File: config.mk
export PLATFORM = sky130hd
export DESIGN_NAME = sm3_pad_core
export DESIGN_NICKNAME = d
export VERILOG_FILES = /design/src/rtl/sm3_pkg.sv /design/src/rtl/sm3_pad_byte_merge.sv /design/src/rtl/sm3_pad_core.sv
export SDC_FILE = /design/constraint.sdc
export NUM_CORES = 1
export LEC_CHECK = 0
export BUFFER_PORTS_ARGS = -buffer_cell sky130_fd_sc_hd__buf_2
export CAP_MARGIN = 20
export CORE_ASPECT_RATIO = 1.4
export CORE_UTILIZATION = 53
export DETAILED_ROUTE_END_ITERATION = 10
export PLACE_DENSITY_LB_ADDON = 0.1
export SKIP_CTS_REPAIR_TIMING = 1
export SLEW_MARGIN = 20
export SYNTH_ARGS = -nofsm -noshare
export SYNTH_HDL_FRONTEND = slang
export SYNTH_SLANG_ARGS = --single-unit
File: constraint.sdc
create_clock -name clk -period 3.4 [get_ports clk]
set_input_delay 0.34 -clock clk [delete_from_list [all_inputs] [get_ports clk]]
set_output_delay 0.34 -clock clk [all_outputs]
set_load 0.01 [all_outputs]
File: src/rtl/sm3_pkg.sv
// Shared types and constants for the SM3 message padder.
package sm3_pkg;

    typedef enum logic [1:0] {S_DATA, S_P80, S_ZERO, S_LEN} pad_st_t;

    localparam int SM3_BLK_BITS = 512;
    localparam int SM3_LEN_BITS = 64;

    // Number of set bits in a byte-valid vector (up to 8 lanes).
    function automatic logic [3:0] popcount(input logic [7:0] v);
        logic [3:0] c;
        c = 4'd0;
        for (int i = 0; i < 8; i++) begin
            c = c + {3'b000, v[i]};
        end
        return c;
    endfunction

endpackage

File: src/rtl/sm3_pad_byte_merge.sv
// Combinational byte masking, 0x80 terminator insertion and byte-valid
// contiguity check for one message word (first byte in the MSBs).
module sm3_pad_byte_merge
    import sm3_pkg::*;
#(
    parameter int INPT_DW = 32
) (
    input  logic [INPT_DW-1:0]   d,
    input  logic [INPT_DW/8-1:0] vb,
    input  logic                 lst,
    output logic [INPT_DW-1:0]   word,
    output logic [3:0]           cnt,
    output logic                 full,
    output logic                 err
);
    localparam int NB = INPT_DW / 8;

    assign cnt  = popcount(8'(vb));
    assign full = (cnt == 4'(NB));

    // Mask invalid bytes, place 0x80 right after the valid bytes of a last word.
    always_comb begin
        word = {INPT_DW{1'b0}};
        err  = 1'b0;
        for (int j = 0; j < NB; j++) begin
            if (vb[NB-1-j]) begin
                word[INPT_DW-1-8*j -: 8] = d[INPT_DW-1-8*j -: 8];
            end else if (lst && (4'(j) == cnt)) begin
                word[INPT_DW-1-8*j -: 8] = 8'h80;
            end else begin
                word[INPT_DW-1-8*j -: 8] = 8'h00;
            end
        end
        // A valid byte must never follow an invalid one.
        for (int i = 0; i < NB - 1; i++) begin
            err = err | (vb[i] & ~vb[i+1]);
        end
        err = err | (~lst & (vb != {NB{1'b1}}));
    end

endmodule

File: src/rtl/sm3_pad_core.sv
// SM3 message padder: streams message words through a single output register,
// then appends 0x80, zero fill and the 64-bit big-endian bit length.
module sm3_pad_core
    import sm3_pkg::*;
#(
    parameter int INPT_DW = 32,
    parameter int LEN_W   = 64
) (
    input  logic                 clk,
    input  logic                 rst,
    input  logic [INPT_DW-1:0]   msg_inpt_d_i,
    input  logic [INPT_DW/8-1:0] msg_inpt_vld_byte_i,
    input  logic                 msg_inpt_vld_i,
    input  logic                 msg_inpt_lst_i,
    output logic                 msg_inpt_rdy_o,
    input  logic                 pad_otpt_ena_i,
    output logic [INPT_DW-1:0]   pad_otpt_d_o,
    output logic                 pad_otpt_vld_o,
    output logic                 pad_otpt_blk_lst_o,
    output logic                 pad_otpt_lst_o,
    output logic                 pad_err_o
);
    localparam int WPB    = SM3_BLK_BITS / INPT_DW;
    localparam int LW     = SM3_LEN_BITS / INPT_DW;
    localparam int WIDX_W = $clog2(WPB);

    localparam logic [WIDX_W-1:0]  IDX_BLK_LAST  = WIDX_W'(WPB - 1);
    localparam logic [WIDX_W-1:0]  IDX_ZERO_LAST = WIDX_W'(WPB - LW - 1);
    localparam logic [WIDX_W-1:0]  IDX_LEN_FIRST = WIDX_W'(WPB - LW);
    localparam logic [INPT_DW-1:0] P80_WORD      = {8'h80, {(INPT_DW-8){1'b0}}};

    pad_st_t             st_r, st_s, route_st_s;
    logic                xblk_r, xblk_s, route_xblk_s;
    logic [WIDX_W-1:0]   widx_r, widx_s, lidx_s;
    logic [LEN_W-1:0]    len_r, len_s;
    logic [INPT_DW-1:0]  d_r, d_s, len_word_s;
    logic                vld_r, vld_s, blk_r, blk_s, lst_r, lst_s, err_r, err_s;
    logic                adv_s, load_s;
    logic [INPT_DW-1:0]  mrg_word_s;
    logic [3:0]          mrg_cnt_s;
    logic                mrg_full_s, mrg_err_s;
    logic [63:0]         len64_s, len_sh_s;

    sm3_pad_byte_merge #(.INPT_DW(INPT_DW)) u_merge (
        .d    (msg_inpt_d_i),
        .vb   (msg_inpt_vld_byte_i),
        .lst  (msg_inpt_lst_i),
        .word (mrg_word_s),
        .cnt  (mrg_cnt_s),
        .full (mrg_full_s),
        .err  (mrg_err_s)
    );

    assign adv_s          = ~vld_r | pad_otpt_ena_i;
    assign msg_inpt_rdy_o = (st_r == S_DATA) & adv_s;

    assign pad_otpt_d_o       = d_r;
    assign pad_otpt_vld_o     = vld_r;
    assign pad_otpt_blk_lst_o = blk_r;
    assign pad_otpt_lst_o     = lst_r;
    assign pad_err_o          = err_r;

    assign len64_s    = 64'(len_r);
    assign lidx_s     = widx_r - IDX_LEN_FIRST;
    assign len_sh_s   = len64_s << (INPT_DW * int'(lidx_s));
    assign len_word_s = len_sh_s[63 -: INPT_DW];

    // Where to go after the 0x80 word: straight to length, zero fill, or fill across a block.
    always_comb begin
        if (widx_r == IDX_ZERO_LAST) begin
            route_st_s   = S_LEN;
            route_xblk_s = 1'b0;
        end else if (widx_r < IDX_ZERO_LAST) begin
            route_st_s   = S_ZERO;
            route_xblk_s = 1'b0;
        end else begin
            route_st_s   = S_ZERO;
            route_xblk_s = (widx_r != IDX_BLK_LAST);
        end
    end

    // Next-state and output-register load logic.
    always_comb begin
        st_s   = st_r;
        xblk_s = xblk_r;
        widx_s = widx_r;
        len_s  = len_r;
        err_s  = err_r;
        d_s    = d_r;
        vld_s  = vld_r;
        blk_s  = blk_r;
        lst_s  = lst_r;
        load_s = 1'b0;
        if (adv_s) begin
            vld_s = 1'b0;
            blk_s = 1'b0;
            lst_s = 1'b0;
            case (st_r)
                S_DATA: begin
                    if (msg_inpt_vld_i) begin
                        load_s = 1'b1;
                        d_s    = mrg_word_s;
                        len_s  = len_r + LEN_W'({mrg_cnt_s, 3'b000});
                        err_s  = err_r | mrg_err_s;
                        if (!msg_inpt_lst_i) begin
                            st_s = S_DATA;
                        end else if (mrg_full_s) begin
                            st_s = S_P80;
                        end else begin
                            st_s   = route_st_s;
                            xblk_s = route_xblk_s;
                        end
                    end else begin
                        load_s = 1'b0;
                    end
                end
                S_P80: begin
                    load_s = 1'b1;
                    d_s    = P80_WORD;
                    st_s   = route_st_s;
                    xblk_s = route_xblk_s;
                end
                S_ZERO: begin
                    load_s = 1'b1;
                    d_s    = {INPT_DW{1'b0}};
                    if (xblk_r) begin
                        xblk_s = (widx_r != IDX_BLK_LAST);
                    end else if (widx_r == IDX_ZERO_LAST) begin
                        st_s = S_LEN;
                    end else begin
                        st_s = S_ZERO;
                    end
                end
                S_LEN: begin
                    load_s = 1'b1;
                    d_s    = len_word_s;
                    if (widx_r == IDX_BLK_LAST) begin
                        lst_s = 1'b1;
                        st_s  = S_DATA;
                        len_s = {LEN_W{1'b0}};
                    end else begin
                        st_s = S_LEN;
                    end
                end
                default: begin
                    st_s   = S_DATA;
                    xblk_s = 1'b0;
                end
            endcase
            if (load_s) begin
                vld_s  = 1'b1;
                blk_s  = (widx_r == IDX_BLK_LAST);
                widx_s = widx_r + WIDX_W'(1);
            end else begin
                widx_s = widx_r;
            end
        end else begin
            load_s = 1'b0;
        end
    end

    // State and output registers.
    always_ff @(posedge clk) begin
        if (rst) begin
            st_r   <= S_DATA;
            xblk_r <= 1'b0;
            widx_r <= {WIDX_W{1'b0}};
            len_r  <= {LEN_W{1'b0}};
            err_r  <= 1'b0;
            d_r    <= {INPT_DW{1'b0}};
            vld_r  <= 1'b0;
            blk_r  <= 1'b0;
            lst_r  <= 1'b0;
        end else begin
            st_r   <= st_s;
            xblk_r <= xblk_s;
            widx_r <= widx_s;
            len_r  <= len_s;
            err_r  <= err_s;
            d_r    <= d_s;
            vld_r  <= vld_s;
            blk_r  <= blk_s;
            lst_r  <= lst_s;
        end
    end

endmodule

**Word level (Yosys, flattened, before mapping)**

Index checks and enable logic that the tools add are counted.

- Register bits: 107
- Latch bits: 0
- Memory bits (writable): 0
- Memory bits (read-only): 0
- Input bits: 41
- Logic and storage cells: 97
- Memories: 0

- Add/sub/neg operators: 6
- Multipliers: 0
- Div/mod/pow operators: 0
- Order comparisons: 1
- Equal/unequal tests: 16
- Shift-type cells: 1
- Mux-type cells: 34
- Bitwise gates (word level): 15
- Reductions and logical operators: 15

Operators with widths:

| cell | number |
|---|---|
| 64-bit two-way mux | 2 |
| 32-bit one-hot mux with 4 select lines | 1 |
| 64-bit one-hot mux with 2 select lines | 1 |
| 64-bit by 7-bit adder with 64-bit output | 1 |
| 8-bit two-way mux | 8 |
| 64-bit by 9-bit << shifter with 64-bit output | 1 |
| 32-bit two-way mux | 1 |
| 1-bit two-way mux | 13 |
| 2-bit two-way mux | 5 |
| 2-bit != test (second input constant) | 5 |
| 4-bit by 1-bit adder with 4-bit output | 2 |
| 2-bit by 4-bit == test with 1-bit output (first input constant) | 2 |
| 4-bit == test (second input constant) | 2 |
| 4-bit != test (second input constant) | 2 |
| 2-bit one-hot mux with 4 select lines | 1 |
| 3-bit AND reduction | 2 |
| 1-bit bitwise AND | 5 |
| 1-bit NOT | 5 |
| 1-bit bitwise OR | 5 |
| 5-bit AND reduction | 1 |
| 4-bit by 1-bit adder with 4-bit output (second input constant) | 1 |
| 1-bit by 4-bit == test with 1-bit output (first input constant) | 1 |
| 2-bit == test (second input constant) | 2 |
| 4-bit by 3-bit == test with 1-bit output (second input constant) | 1 |
| 14 further kinds | 18 |

**Longest topological paths before layout**

- Depth after elaboration: 9
- Mapped depth: 13
- Depth with buffers taken out: 11

**Modules after synthesis**

A second synthesis with hierarchy kept.

- Cells, all modules: 747
- Area, all modules: 6089.6 um2

Modules (own cells, without submodules):

| module | times used | cells each | area an instance (um2) | seq. area each (um2) |
|---|---|---|---|---|
| sm3_pad_core | 1 | 694 | 5683.0 | 2082.0 |
| sm3_pad_byte_merge | 1 | 53 | 406.6 | 0.0 |

**Worst setup path before layout**

OpenSTA, ideal clock, no wires.

- Path type: input -> register
- From: input port msg_inpt_vld_byte_i[2]
- To: register len_r[43] (netlist: len64_s[43])
- Setup time: 0.070 ns
- Data arrival time: 3.387 ns
- Required time: 3.330 ns
- Slack: -0.057 ns
- Cell stages on the path: 13
- Path buffers: 3
- Cells stage by stage: clkbuf_1 inv_1 fa_1 inv_1 ha_1 fa_1 a21oi_1 or3_1 buf_6 or4_1 buf_2 or4_1 a21oi_1

- Word-level cells in the longest chain between the ends: 5

RTL lines:

| item | line | text |
|---|---|---|
| from (decl) | sm3_pad_core.sv:12 | `input logic [INPT_DW/8-1:0] msg_inpt_vld_byte_i,` |
| 4-bit by 1-bit adder with 4-bit output (2 in series) | sm3_pkg.sv:14 | `c = c + {3'b000, v[i]};` |
| 64-bit by 7-bit adder with 64-bit output | sm3_pad_core.sv:103 | `len_s = len_r + LEN_W'({mrg_cnt_s, 3'b000});` |
| 64-bit two-way mux | sm3_pad_core.sv:100 | `if (msg_inpt_vld_i) begin` |
| 64-bit one-hot mux with 2 select lines | sm3_pad_core.sv:98 | `case (st_r)` |
| to (signal assigned) | sm3_pad_core.sv:168 | `len_r <= {LEN_W{1'b0}};` |
| to (signal assigned) | sm3_pad_core.sv:178 | `len_r <= len_s;` |
| to (decl) | sm3_pad_core.sv:35 | `logic [LEN_W-1:0] len_r, len_s;` |

Every way passes these cells. The select of a mux whose other input is x is not followed.
A chain may end at the register's enable or synchronous reset.

**Final worst setup path**

- From: input port msg_inpt_vld_byte_i[0]
- To: register len_r[43] (netlist: len64_s[43])

- Word-level cells in the longest chain between the ends: 6

RTL lines:

| item | line |
|---|---|
| 1-bit by 1-bit adder with 2-bit output | sm3_pkg.sv:14 |
| 4-bit by 1-bit adder with 4-bit output (2 in series) | sm3_pkg.sv:14 |
| 64-bit by 7-bit adder with 64-bit output | sm3_pad_core.sv:103 |
| 64-bit two-way mux | sm3_pad_core.sv:100 |
| 64-bit one-hot mux with 2 select lines | sm3_pad_core.sv:98 |

Every way passes these cells. The select of a mux whose other input is x is not followed.

==> key figures <==
Logic synthesis
  • Yosys reg bits: between 100 and 150
  • Synth top area share: 0.3577
  • Mapped Cells: 730
  • Mean post-synth cell area: about 8 sq um
  • Synth cell types: between 50 and 60
  • Ys flop type: dfxtp_1
  • Syn_nets: roughly 790
  • EDFF count, synth: 0
  • Synth top area cells: dfxtp_1 36%, mux2i_1 5.8%, nor2_1 5.3%, nand4_1 4.3%, a21oi_1 4.1%
  • Ys async rst share: 0
  • Seq/Total Area, Yosys: 0.3577
  • Ys Warns: 0
  • Netlist Area Pre-Place: 0.005821 sq mm
  • Area leader, netlist: dfxtp_1

Clocking
  • Num CTS Buffers: 9
  • Clk buf depth: 2
  • Worst-Skew Late Latency: between 300 and 400 ps
  • CTS tree: done
  • Root Buffer Master: clkbuf_16
  • H-Tree Depth: 3
  • Worst-path clk slew: about 70 ps
  • Clock sink total: 104

GRT
  • First-pass GRT wire length: around 28 mm
  • Antenna violations before repair: 0
  • GRT overflow: 0
  • Largest net degree at the start of global routing: between 50 and 60
  • Number of global-route vias before repair: around 5600
  • GRT Resource Usage Total: 0.3100

Setup path
  • CP peak stage delay: 540 ps
  • WS Path Type: primary input to flop
  • CP top delay family: simple AND/OR/NAND/NOR gates
  • Worst setup SP type: primary input
  • Critical Path End Type: flop
  • Buf/Inv on CP: 3
  • Critical Path RT: 3680 ps
  • CP arrival: 3360 ps
  • Worst path cell trace: buf_2 > ha_1 > inv_1 > fa_1 > inv_1 > ha_1 > fa_1 > a21oi_1 > or3_1 > or4_1 > or4_1 > a21oi_1
  • Crit-path max FO: 4
  • Critical Path Slowest Stage Cell: or4_1

Power and ir drop
  • Switching share of power: 0.3178
  • Pint: between 2 and 2.5 mW
  • Clock Power Share: 0.314
  • Comb pwr share: 0.250
  • Psw: between 1 and 1.5 mW
  • Worst IR Drop VDD: between 0.2 and 0.3 mV
  • Sequential power share: 0.436
  • Leakage power: between 2 and 2.5 nW
  • Power Density: between 400 and 500 mW/mm^2

Drt
  • Drt pass-1 iters: 8
  • DRT Wirelength: 17.50 mm
  • Final ANT Viol Nets: 0
  • Routed vias/inst: 6.369
  • DRC: 0
  • WL per Instance: 18.70 um
  • Via count: about 6000
  • DR iter-0 viols: 426

Place
  • Area of placed instances: between 0.006 and 0.007 sq mm
  • Post-detail-place hpwl: about 13 mm
  • Final GP Congestion: roughly 0.96
  • Port Buf Inserts: 77

Final layout
  • Commonest non-fill, non-tap cell in the layout: dfxtp_1
  • NumNets Final: 850
  • Area delta synth->final: 14.57%
  • Commonest cells after routing, fill and taps aside: 103 x dfxtp_1, 82 x nor2_1, 77 x buf_2
  • Finished layout cell area: 0.006669 sq mm
  • Ant diodes: 0
  • Layout cells sized above 1: 0.1591

Die
  • Core area: around 0.011 sq mm
  • Row cnt: 44
  • Initial core utilization: 0.5535
  • Num ports: 78
  • Die ar.: between 0.01 and 0.015 sq mm
  • Die Wd: 90.57 um
  • Die height: around 130 um

Job
  • Max cap viols: 0

Timing
  • Worst Tran Pin Value: between 1000 and 1500 ps
  • Fin. max-slew vios: 0
  • Worst Clk Skew: approximately 6.3 ps
  • Final hold violation count: 0
  • Final Critical Period: about 3100 ps
  • Hold slack: 284.2 ps
  • Fmax: 324.3 MHz
  • Slew margin rel.: 0.3157
  • RSZ-0062 raised after global routing: no
  • Final setup viols: 0
  • Fin Setup TNS: 0 ps
  • Final worst-path cycle share: 0.9070

Outcome
  • Outcome: complete, no violations

Min path
  • HP Class: primary input to flop
flip-flops by register name, indices dropped and copies added (netlist names):
name and count:
pad_otpt_blk_lst_o 1, st_r 2, pad_err_o 1, xblk_r 1, pad_otpt_d_o 32, pad_otpt_vld_o 1, widx_r 4, pad_otpt_lst_o 1
len64_s 61
power groups by stage:
| stage | registers (mW) | logic, mW | clock network, mW |
|---|---|---|---|
| finish | 1.37 | 0.788 | 0.990 |
| global route | 1.38 | 0.873 | 1.04 |
| CTS | 1.37 | 0.784 | 0.998 |
| detailed placement | 1.40 | 0.782 | 0 |
| global placement | 1.39 | 0.768 | 0 |
| floorplan | 1.42 | 0.519 | 0 |
final cells by class:
cell class                 instances  area, sq um
fill                             943         3846
multi-input combinational        549         3440
sequential                       104         2083
timing repair buffer             105        608.1
clock buffer                      12        246.5
tap                              138        172.7
inverter                          24        90.09
clock inverter                     4        28.78
layer usage:
layer,share of wire,global-route usage,vias up
li1,-,-,2836
met1,0.41,0.3709,2819
met2,0.49,0.5276,245
met3,0.057,0.05012,61
met4,0.050,0.1689,0
met5,0,0,-
cells by family after synthesis:
group,after synthesis,share of synthesized area
simple gates,315,0.2876
compound gates,158,0.1685
flops,104,0.3577
buf+inv,77,0.05159
mux,34,0.05847
xor+xnor,26,0.03912
fa+ha+maj,16,0.03697
tightest hold or removal path: cells and delay by family:
family,cells,cell delay (ps)
AND/OR/NAND/NOR,1,70
AO/OA/AOI/OAI,1,80
buffers and inverters,1,120
final timing paths:
path                                                   from                          end  slack [ps]  cells past startpoint
worst max register to register         st_r[1]$_SDFFE_PP0P_     len64_s[43]$_SDFFE_PP0P_         620                      6
worst min register to register  pad_otpt_lst_o$_SDFFE_PP0N_  pad_otpt_lst_o$_SDFFE_PP0N_         460                      2
worst max-delay path                 msg_inpt_vld_byte_i[0]     len64_s[43]$_SDFFE_PP0P_         320                     12
worst min-delay path                         msg_inpt_vld_i       pad_err_o$_SDFFE_PP0P_         280                      3
cells in the mapped netlist (all sizes together) (2+ instances only):
master  count
nor2       82
xor2        6
nor4b       2
mux2i      34
o21a        4
nor2b       3
a211oi      6
ha         14
and3        9
a31o        3
inv        24
buf         7
clkbuf     46
or3        18
nand2      32
nand4      41
and3b       2
a311oi      2
a21oi      48
o21ai      40
o31ai      18
and4        3
nand2b      4
nand3      45
nor3       20
a221oi      5
nor4       20
a31oi       3
dfxtp     104
nand4b      3
or2         2
fa          2
or4        19
o211ai     21
nand3b      3
and2        5
xnor2      20
stage by stage:
stage	cells	setup slack (ps)	util	power [mW]
2_1_floorplan	730	48.60	-	1.942
3_3_place_gp	920	71.77	0.6080	2.162
3_5_place_dp	920	4.573	0.6080	2.179
4_1_cts	936	346.2	0.6342	3.154
5_1_grt	936	205.6	0.6342	3.299
6_report	936	316.3	0.6342	3.149
(Power assumes the default switching activity.)
